**src/rtl/matvec_pkg.sv**
```systemverilog
// Shared widths, types and the round/shift/saturate helper for the matrix-vector unit.
package matvec_pkg;

    localparam int unsigned ACC_WIDTH  = 28;
    localparam int unsigned DATA_WIDTH = 14;
    localparam int unsigned MAT_SIZE   = 3;

    typedef logic signed [ACC_WIDTH-1:0]  acc_t;
    typedef logic signed [DATA_WIDTH-1:0] data_t;

    typedef struct packed {
        data_t data;
        logic  clamp;
    } sat_res_t;

    localparam int DataMax = 2 ** (DATA_WIDTH - 1) - 1;
    localparam int DataMin = -(2 ** (DATA_WIDTH - 1));

    // Round half-up (toward +inf) before the arithmetic shift; one guard bit avoids overflow.
    function automatic sat_res_t sat_round(input acc_t acc, input int unsigned shift);
        logic signed [ACC_WIDTH:0] t;
        logic signed [ACC_WIDTH:0] q;
        logic signed [ACC_WIDTH:0] hi;
        logic signed [ACC_WIDTH:0] lo;
        sat_res_t                  r;
        hi = (ACC_WIDTH + 1)'(DataMax);
        lo = (ACC_WIDTH + 1)'(DataMin);
        t  = {acc[ACC_WIDTH-1], acc};
        if (shift > 0) begin
            t = t + ((ACC_WIDTH + 1)'(1) << (shift - 1));
        end
        q       = t >>> shift;
        r.clamp = 1'b1;
        if (q > hi) begin
            r.data = hi[DATA_WIDTH-1:0];
        end else if (q < lo) begin
            r.data = lo[DATA_WIDTH-1:0];
        end else begin
            r.data  = q[DATA_WIDTH-1:0];
            r.clamp = 1'b0;
        end
        return r;
    endfunction

endpackage

```
**src/rtl/sync_fifo.sv**
```systemverilog
// Circular-buffer FIFO with count register; reads as zero when empty.
module sync_fifo #(
    parameter int unsigned WIDTH = 8,
    parameter int unsigned DEPTH = 4
) (
    input  logic             clk_i,
    input  logic             reset_i,
    input  logic             push_i,
    input  logic [WIDTH-1:0] wdata_i,
    output logic             full_o,
    input  logic             pop_i,
    output logic             valid_o,
    output logic [WIDTH-1:0] rdata_o
);

    localparam int unsigned PtrW = $clog2(DEPTH);
    localparam int unsigned CntW = PtrW + 1;

    logic [WIDTH-1:0] mem_q [DEPTH];
    logic [PtrW-1:0]  wptr_q, wptr_d;
    logic [PtrW-1:0]  rptr_q, rptr_d;
    logic [CntW-1:0]  cnt_q, cnt_d;
    logic             do_push, do_pop;

    assign full_o  = (cnt_q == CntW'(DEPTH));
    assign valid_o = (cnt_q != '0);
    assign do_push = push_i && !full_o;
    assign do_pop  = pop_i && valid_o;
    assign rdata_o = valid_o ? mem_q[rptr_q] : '0;

    always_comb begin
        wptr_d = wptr_q + PtrW'(do_push);
        rptr_d = rptr_q + PtrW'(do_pop);
        cnt_d  = cnt_q;
        case ({do_push, do_pop})
            2'b10:   cnt_d = cnt_q + 1'b1;
            2'b01:   cnt_d = cnt_q - 1'b1;
            default: cnt_d = cnt_q;
        endcase
    end

    always_ff @(posedge clk_i) begin
        if (reset_i) begin
            wptr_q <= '0;
            rptr_q <= '0;
            cnt_q  <= '0;
        end else begin
            wptr_q <= wptr_d;
            rptr_q <= rptr_d;
            cnt_q  <= cnt_d;
        end
    end

    // Storage needs no reset: entries are only visible once counted.
    always_ff @(posedge clk_i) begin
        if (do_push) begin
            mem_q[wptr_q] <= wdata_i;
        end
    end

endmodule

```
**src/rtl/matvec_out_quant.sv**
```systemverilog
// Output quantizer for the 3x3 matrix-vector unit: round, shift, saturate, frame and buffer.
// Optional ReLU after saturation when MATVEC_OUT_RELU_EN is defined.
module matvec_out_quant
    import matvec_pkg::*;
#(
    parameter int unsigned IN_WIDTH   = ACC_WIDTH,
    parameter int unsigned OUT_WIDTH  = DATA_WIDTH,
    parameter int unsigned SHIFT      = 7,
    parameter int unsigned ROWS       = MAT_SIZE,
    parameter int unsigned FIFO_DEPTH = 4
) (
    input  logic                 clk,
    input  logic                 reset,
    input  logic                 in_valid,
    output logic                 in_ready,
    input  logic [IN_WIDTH-1:0]  in_data,
    output logic                 out_valid,
    input  logic                 out_ready,
    output logic [OUT_WIDTH-1:0] out_data,
    output logic                 out_last,
    output logic                 sat_seen
);

    if (IN_WIDTH != ACC_WIDTH || OUT_WIDTH != DATA_WIDTH) begin : g_width_check
        $error("matvec_out_quant widths must match matvec_pkg types");
    end

    localparam int unsigned RowW = (ROWS > 1) ? $clog2(ROWS) : 1;

    logic [RowW-1:0]    row_q, row_d;
    logic               sat_q, sat_d;
    logic               full, accept, last_in;
    sat_res_t           qr;
    data_t              q_data;
    logic [OUT_WIDTH:0] fifo_rdata;

    assign in_ready = !full;
    assign accept   = in_valid && in_ready;
    assign last_in  = (row_q == RowW'(ROWS - 1));

    always_comb begin
        qr     = sat_round(acc_t'(in_data), SHIFT);
        q_data = qr.data;
`ifdef MATVEC_OUT_RELU_EN
        if (q_data[DATA_WIDTH-1]) begin
            q_data = '0;
        end
`endif
    end

    always_comb begin
        row_d = row_q;
        sat_d = sat_q;
        if (accept) begin
            row_d = last_in ? '0 : row_q + 1'b1;
            if (qr.clamp) begin
                sat_d = 1'b1;
            end
        end
    end

    always_ff @(posedge clk) begin
        if (reset) begin
            row_q <= '0;
            sat_q <= 1'b0;
        end else begin
            row_q <= row_d;
            sat_q <= sat_d;
        end
    end

    sync_fifo #(
        .WIDTH(OUT_WIDTH + 1),
        .DEPTH(FIFO_DEPTH)
    ) u_fifo (
        .clk_i  (clk),
        .reset_i(reset),
        .push_i (accept),
        .wdata_i({last_in, q_data}),
        .full_o (full),
        .pop_i  (out_ready),
        .valid_o(out_valid),
        .rdata_o(fifo_rdata)
    );

    assign out_data = fifo_rdata[OUT_WIDTH-1:0];
    assign out_last = fifo_rdata[OUT_WIDTH];
    assign sat_seen = sat_q;

endmodule

```
**config.mk**
```make
export PLATFORM = sky130hd
export DESIGN_NAME = matvec_out_quant
export DESIGN_NICKNAME = d
export VERILOG_FILES = /design/src/rtl/matvec_pkg.sv /design/src/rtl/sync_fifo.sv /design/src/rtl/matvec_out_quant.sv
export SDC_FILE = /design/constraint.sdc
export NUM_CORES = 1
export LEC_CHECK = 0
export BUFFER_PORTS_ARGS = -buffer_cell sky130_fd_sc_hd__buf_2
export CAP_MARGIN = 20
export CORE_ASPECT_RATIO = 1.25
export CORE_MARGIN = 2
export CORE_UTILIZATION = 30
export CTS_CLUSTER_SIZE = 14
export DETAILED_ROUTE_END_ITERATION = 8
export PLACE_DENSITY_LB_ADDON = 0.2
export SYNTH_ARGS = -nofsm -noshare
export SYNTH_HDL_FRONTEND = slang
export SYNTH_HIERARCHICAL = 1
export SYNTH_SLANG_ARGS = --single-unit
```
**constraint.sdc**
```tcl
create_clock -name clk -period 3.9 [get_ports clk]
set_clock_uncertainty 0.1 [all_clocks]
set_input_delay 0.39 -clock clk [delete_from_list [all_inputs] [get_ports clk]]
set_output_delay 0.39 -clock clk [all_outputs]
set_load 0.02 [all_outputs]
```
==> run summary, run 1 <==
## Placed design
* final RePlAce weighted congestion: 0.7798
* post-DP HPWL: 5.027 mm
* number of I/O port buffers: 43
* worst setup slack after placement: 0.8309 ns

## STA
* Tightest Pin Transition: 0.8441 ns
* part of the cycle the worst path needs: 68.69%
* final worst path period need: 2.679 ns
* post-route setup slack: 1.221 ns
* highest clock frequency the design can meet: 0.3733 GHz
* slew margin rel.: 43.73%
* unrepaired setup endpoints after global routing: no
* final setup fails: 0
* max-slew violation total from the final report: 0
* Post-Route Setup TNS: 0 ns
* count of endpoints failing hold in the final timing report: 0

## Die
* Die ar.: 0.01297 sq mm
* die boundary width: 102.2 um
* count of pins on the block boundary: 50
* row count: 44
* starting utilization of the core area: 31.01%
* Floorplan Core Area: 0.01167 sq mm
* chip height: 126.8 um

## CTS
* maximum buffer depth of the clock tree: 2
* clock transition at the registers of the reported paths: 0.05 ns
* post-CTS resize count: 0
* clock insertion delay at the later pin of the skew report: 0.32 ns
* buffer type at the clock tree root: sky130_fd_sc_hd__clkbuf_16
* CTS tree: yes
* number of hold buffers added after CTS: 0
* count of clock tree sinks: 70
* total setup buffers inserted after CTS: 0
* number of buffers created by CTS: 9
* H-tree level count: 3

## Layout
* share of layout cells above drive strength 1: 37.21%
* area added between synthesis and finish: 18.39%
* total inserted antenna cells: 0
* Sequential Area: 0.002002 sq mm
* FILL cells: 1,176
* count of nets after finishing: 333
* multi-input combinational cell area: 0.001509 sq mm

## Job
* number of maximum-capacitance violations: 0

## Synth
* Area contributors post-synth: sky130_fd_sc_hd__edfxtp_1, sky130_fd_sc_hd__mux4_2, sky130_fd_sc_hd__dfxtp_1, sky130_fd_sc_hd__nor2b_4, sky130_fd_sc_hd__xnor2_1
* Synthesis Warnings: 6
* total nets after synthesis: 282
* Commonest cells post-synth: sky130_fd_sc_hd__edfxtp_1, sky130_fd_sc_hd__mux4_2, sky130_fd_sc_hd__xnor2_1
* synthesis-stage register bit count: 70
* predominant post-synthesis flop cell: sky130_fd_sc_hd__edfxtp_1
* synthesized instance count: 245
* cell area after synthesis: 0.003620 sq mm
* cell type with the largest total area after synthesis: sky130_fd_sc_hd__edfxtp_1
* Synth top area share: 49.78%
* async set-reset flop share out of synthesis: 0%
* Netlist cell types: 54
* most frequent cell after synthesis: sky130_fd_sc_hd__edfxtp_1
* sequential area share after synthesis: 55.31%
* number of synthesized flops with an enable pin: 60
* mean instance size in the synthesized netlist: 14.77 sq um

## Global route
* final global-route overflow total: 0
* number of global-route vias before repair: 2,258
* routing usage on met3: 2.810%
* overall track demand over capacity in global routing: 11.81%
* GRT met1 Usage: 14.97%
* GRT Max-Usage Layer: met2
* antenna violations before repair: 0
* global-route wire length before repair: 11.54 mm
* met2 Use GR: 19.47%
* maximum number of pins on one net before global-route repair: 18

## Routing
* routed via count: 2,126
* antenna-violating nets left: 0
* DRC errors left: 0
* number of detailed-route iterations in the first pass: 4
* 1st-iter DRT viols: 56
* total length of routed wires: 7.091 mm
* routed length per placed instance: 15.35 um
* number of vias per cell after detailed routing: 4.602

## Pwr
* Leak: 1.469 nW
* worst-case vdd ir drop: 0.0002189 V
* total power density per cell area: 634.4 mW/mm^2

## Worst setup path
* critical path endpoint category: flip-flop
* cells on worst reg2reg path: 9
* startpoint of the worst setup timing path: in_data[6]
* setup slack on the worst flop-to-flop path: 1.42 ns
* data required time at the worst endpoint: 3.78 ns
* end of the worst register-to-register path: u_fifo/cnt_q[2]
* class of the most critical setup path: in -> reg
* worst reg2reg path startpoint: u_fifo/cnt_q[2]
* kind of start point of the critical path: input port
* Max Fanout on Critical Path: 14
* arrival time at the worst endpoint: 2.56 ns
* endpoint of the most critical setup path: u_fifo/mem_q[3][4]

## Status
* status: complete, no violations

## Hold path
* Hold Path Class: in -> reg

## worst max-delay path, cell delays in order
cell and delay [ns]:
sky130_fd_sc_hd__buf_2 0.10, sky130_fd_sc_hd__ha_1 0.19, sky130_fd_sc_hd__nand3_1 0.23, sky130_fd_sc_hd__nor4_4 0.46, sky130_fd_sc_hd__mux2_1 0.21, sky130_fd_sc_hd__a31oi_1 0.06
sky130_fd_sc_hd__o31ai_4 0.56, sky130_fd_sc_hd__o211ai_1 0.34
## cell families (layout without fill, tap and decap cells)
family                     count (synthesis)  after routing  synth area share, %
muxes                                     18             18                10.23
AOI/OAI and AO/OA                         33             33                7.397
DFF                                       70             70                55.31
buffers and inverters                     21             77                3.595
and+or+nand+nor                           78             78                16.70
xor gates and xnor gates                  20             20                4.839
adders and majority gates                  5              5                1.936
## state kept, by name (all words and copies together), names as in the netlist
register / cells
u_fifo/mem_q: 60
u_fifo/cnt_q: 3
row_q: 2
u_fifo/rptr_q: 2
u_fifo/wptr_q: 2
sat_seen: 1
## cell usage in the layout (no fill, tap or decap), types with 4 or more instances in the layout
master	instances
sky130_fd_sc_hd__a21oi_1	5
sky130_fd_sc_hd__and3_1	6
sky130_fd_sc_hd__buf_2	43
sky130_fd_sc_hd__buf_4	6
sky130_fd_sc_hd__clkbuf_16	9
sky130_fd_sc_hd__dfxtp_1	10
sky130_fd_sc_hd__edfxtp_1	60
sky130_fd_sc_hd__ha_1	4
sky130_fd_sc_hd__inv_1	10
sky130_fd_sc_hd__mux4_2	15
sky130_fd_sc_hd__nand2_1	4
sky130_fd_sc_hd__nand3_1	8
sky130_fd_sc_hd__nand4_1	4
sky130_fd_sc_hd__nor2_1	9
sky130_fd_sc_hd__nor2b_1	10
sky130_fd_sc_hd__nor2b_4	10
sky130_fd_sc_hd__o211ai_1	12
sky130_fd_sc_hd__xnor2_1	13
sky130_fd_sc_hd__xor2_1	7
## worst min path at each step
stage	from	to	slack [ns]	cells past startpoint
after floorplan	row_q[1]	row_q[1]	0.35	2
after global placement	row_q[1]	row_q[1]	0.36	2
after detailed placement	row_q[1]	row_q[1]	0.38	2
after CTS	reset	u_fifo/wptr_q[1]	0.28	2
after global routing	reset	sat_seen	0.29	2
final	reset	u_fifo/cnt_q[2]	0.28	2
## metal layers
layer / vias to the layer above / share of wire, %
li1: 1045 / -
met1: 1040 / 45
met2: 36 / 51
met3: 5 / 3.3
met4: 0 / 1.0
met5: - / 0
## final cells by class
class | count | share of cell area, %
flip-flops and latches | 70 | 46.72
multi-input cells | 154 | 35.21
repair buffers | 49 | 6.073
clock buffers | 10 | 5.343
well taps | 161 | 4.701
inverters | 12 | 1.051
clock inverters | 6 | 0.9051
## where the power goes
part	internal [mW]	total [mW]	leakage, nW	switching (mW)
Clock	0.427	0.716	0.128	0.289
Sequential	0.944	1.00	0.617	0.0583
Combinational	0.432	1.00	0.724	0.569
Total	1.80	2.72	1.47	0.916
## metrics by stage
step                instance area [sq um]  util (%)  hold slack (ns)  instances  power [mW]
finish                               4285     36.72           0.2767        462       2.719
global route                         4285     36.72           0.2925        462       2.883
CTS                                  4285     36.72           0.2770        462       2.771
detailed placement                   4018     34.42           0.3826        446       2.047
global placement                     4018     34.42           0.3624        446       2.030
floorplan                            3620         -           0.3476        245       1.773
Power figures use the tool's default switching activity.
==> run 2: changes to the inputs <==
==> constraint.sdc (replaced) <==
create_clock -name clk -period 2.2 [get_ports clk]
set_clock_uncertainty 0.1 [all_clocks]
set_input_delay 0.22 -clock clk [delete_from_list [all_inputs] [get_ports clk]]
set_output_delay 0.22 -clock clk [all_outputs]
set_load 0.02 [all_outputs]
==> run 2 against run 1 <==
Against the previous run: clock-buffer cell count decreased by 1; largest power group is now combinational cells; highest routed layer unchanged; setup slack got worse by 1.2 ns; power increased by 89%; first-iteration DRC count increased by 52%.
==> run summary, run 2 (synthesized netlist as in run 1, its figures left out) <==
## Routing
* number of vias per cell after detailed routing: 4.490, -2.4%
* antenna-violating nets left: 0, unchanged
* routed length per placed instance: 14.50 um, -5.5%
* number of detailed-route iterations in the first pass: 5, +1
* total length of routed wires: 7.540 mm, +6.3%
* 1st-iter DRT viols: 85, +52%
* routed via count: 2,335, +9.8%
* DRC errors left: 0, unchanged

## Placed design
* number of I/O port buffers: 43, unchanged
* post-DP HPWL: 5.252 mm, +4.5%
* final RePlAce weighted congestion: 0.8054, +3.3%
* cell count after placement: 497, +11%

## Pwr
* share of power burned in the clock network: 27.7%, +1.4 points
* net switching power: 1.674 mW, +83%
* Leak: 1.788 nW, +22%
* worst-case vdd ir drop: 0.0003784 V, +73%
* total power density per cell area: 1061 mW/mm^2, +67%
* internal power: 3.454 mW, +92%
* Flop pwr share: 34.0%, -2.9 points
* combinational group share of total power: 38.3%, +1.5 points
* share of total power consumed by net switching: 32.64%, -1.1 points

## Global route
* antenna violations before repair: 0, unchanged
* overall track demand over capacity in global routing: 12.05%, +0.24 points
* final global-route overflow total: 0, unchanged
* maximum number of pins on one net before global-route repair: 17, -1
* global-route wire length before repair: 11.91 mm, +3.2%
* number of global-route vias before repair: 2,331, +3.2%

## Layout
* final core utilization: 41.40%, +4.7 points
* area added between synthesis and finish: 33.49%
* post-route non-filler standard cell count: 520, +13%
* count of nets after finishing: 391, +17%
* number of flip-flops in the largest register: 60, unchanged
* total inserted antenna cells: 0, unchanged
* commonest cells after routing, fill and taps aside: sky130_fd_sc_hd__buf_4, sky130_fd_sc_hd__edfxtp_1, sky130_fd_sc_hd__buf_2
* Largest regs: u_fifo/mem_q: 60 flops, u_fifo/cnt_q: 3 flops
* share of layout cells above drive strength 1: 49.30%, +12 points
* top register by number of flip-flops: u_fifo/mem_q

## CTS
* clock transition at the registers of the reported paths: 0.06 ns, about the same
* CTS tree: yes
* number of buffers created by CTS: 9, unchanged
* buffer type at the clock tree root: sky130_fd_sc_hd__clkbuf_16
* maximum buffer depth of the clock tree: 2, unchanged
* number of hold buffers added after CTS: 0, unchanged
* clock insertion delay at the later pin of the skew report: 0.32 ns, about the same
* count of clock tree sinks: 70, unchanged
* H-tree level count: 3, unchanged

## STA
* count of endpoints failing hold in the final timing report: 0, unchanged
* final worst path period need: 2.134 ns
* final setup fails: 0, unchanged
* part of the cycle the worst path needs: 97.01%
* max-slew violation total from the final report: 0, unchanged
* highest clock frequency the design can meet: 0.4686 GHz
* Tightest Pin Transition: 0.3908 ns, -0.4532 ns
* slew margin rel.: 73.27%, +30 points

## Worst setup path
* class of the most critical setup path: in -> reg
* setup slack on the worst flop-to-flop path: 0.09 ns, -1.33 ns
* cells on worst reg2reg path: 9, unchanged
* arrival time at the worst endpoint: 2.13 ns, -0.43 ns
* kind of start point of the critical path: input port
* Max Fanout on Critical Path: 14, unchanged
* critical path endpoint category: flip-flop
* data required time at the worst endpoint: 2.20 ns, -1.58 ns
* end of the worst register-to-register path: u_fifo/cnt_q[2]
* worst reg2reg path startpoint: u_fifo/cnt_q[1]

## Die
* chip height: 126.8 um, unchanged
* Floorplan Core Area: 0.01167 sq mm, unchanged
* row count: 44, unchanged
* die boundary width: 102.2 um, unchanged
* count of pins on the block boundary: 50, unchanged
* Die ar.: 0.01297 sq mm, unchanged
* starting utilization of the core area: 31.01%, unchanged

## Job
* number of maximum-capacitance violations: 0, unchanged

## Status
* status: complete, no violations

## Hold path
* Min-Delay Endpoint: u_fifo/rptr_q[1]
* Hold Path Class: in -> reg
* start point of the worst hold path: reset
* depth of the worst hold-timing path: 2, unchanged

## run 2: critical path: stages
cell	delay [ns]
sky130_fd_sc_hd__buf_2	0.12
sky130_fd_sc_hd__ha_4	0.15
sky130_fd_sc_hd__nand3_4	0.09
sky130_fd_sc_hd__nor4_4	0.38
sky130_fd_sc_hd__buf_4	0.18
sky130_fd_sc_hd__mux2_2	0.33
sky130_fd_sc_hd__a31oi_2	0.20
sky130_fd_sc_hd__o31ai_4	0.08
sky130_fd_sc_hd__buf_12	0.16
sky130_fd_sc_hd__o211ai_1	0.18
## run 2: power by group through the flow
stage                     clock network, mW  logic [mW]  registers (mW)
after floorplan                           0        1.38            1.77
after global placement                    0        1.96            1.76
after detailed placement                  0        1.97            1.77
after CTS                              1.45        1.99            1.75
after global routing                   1.49        2.16            1.76
final                                  1.42        1.96            1.74
## run 2: final cells by class
| cell class | instances | area, sq um |
|---|---|---|
| Fill cell | 1111 | 6839 |
| Sequential cell | 70 | 2002 |
| Multi-Input combinational cell | 154 | 1554 |
| Timing Repair Buffer | 107 | 730.7 |
| Clock buffer | 9 | 225.2 |
| Tap cell | 161 | 201.4 |
| Clock inverter | 7 | 73.82 |
| Inverter | 12 | 45.04 |
## run 2: what timing repair did
action / in CTS / in global routing
setup endpoints to repair: 0 / 53
gates resized for setup: 0 / 11
buffers inserted: 0 / 6
## run 2: metal layers
metal,routed length (um),up-vias,GRT usage [%]
li1,-,1166,-
met1,3489,1128,15.77
met2,3716,36,19.62
met3,219,5,2.479
met4,114,0,4.471
met5,0,-,0
## run 2: worst max path at each step
stage                    startpoint                  end  slack [ns]  depth (start not counted)
finish                   in_data[6]   u_fifo/mem_q[1][8]        0.07                         10
global route        u_fifo/cnt_q[1]      u_fifo/cnt_q[2]       -0.04                          9
CTS                      in_data[6]   u_fifo/mem_q[1][8]        0.06                          9
detailed placement       in_data[6]   u_fifo/mem_q[0][1]       -0.28                          9
global placement         in_data[6]  u_fifo/mem_q[0][12]       -0.22                         10
floorplan           u_fifo/cnt_q[0]      u_fifo/cnt_q[2]       -0.03                          9
## run 2: stage by stage
step | hold WS (ns) | power (mW) | worst slack, ns | TNS, ns | area [sq um]
5_1_grt | 0.1223 | 5.409 | -0.03856 | -0.05416 | 4832
4_1_cts | 0.1208 | 5.182 | 0.06211 | 0 | 4737
3_5_place_dp | 0.3784 | 3.743 | -0.2797 | -13.03 | 4438
3_3_place_gp | 0.3605 | 3.723 | -0.2162 | -9.746 | 4438
6_report | 0.1180 | 5.128 | 0.06584 | 0 | 4832
2_1_floorplan | 0.1879 | 3.150 | -0.02528 | -0.02528 | 3635
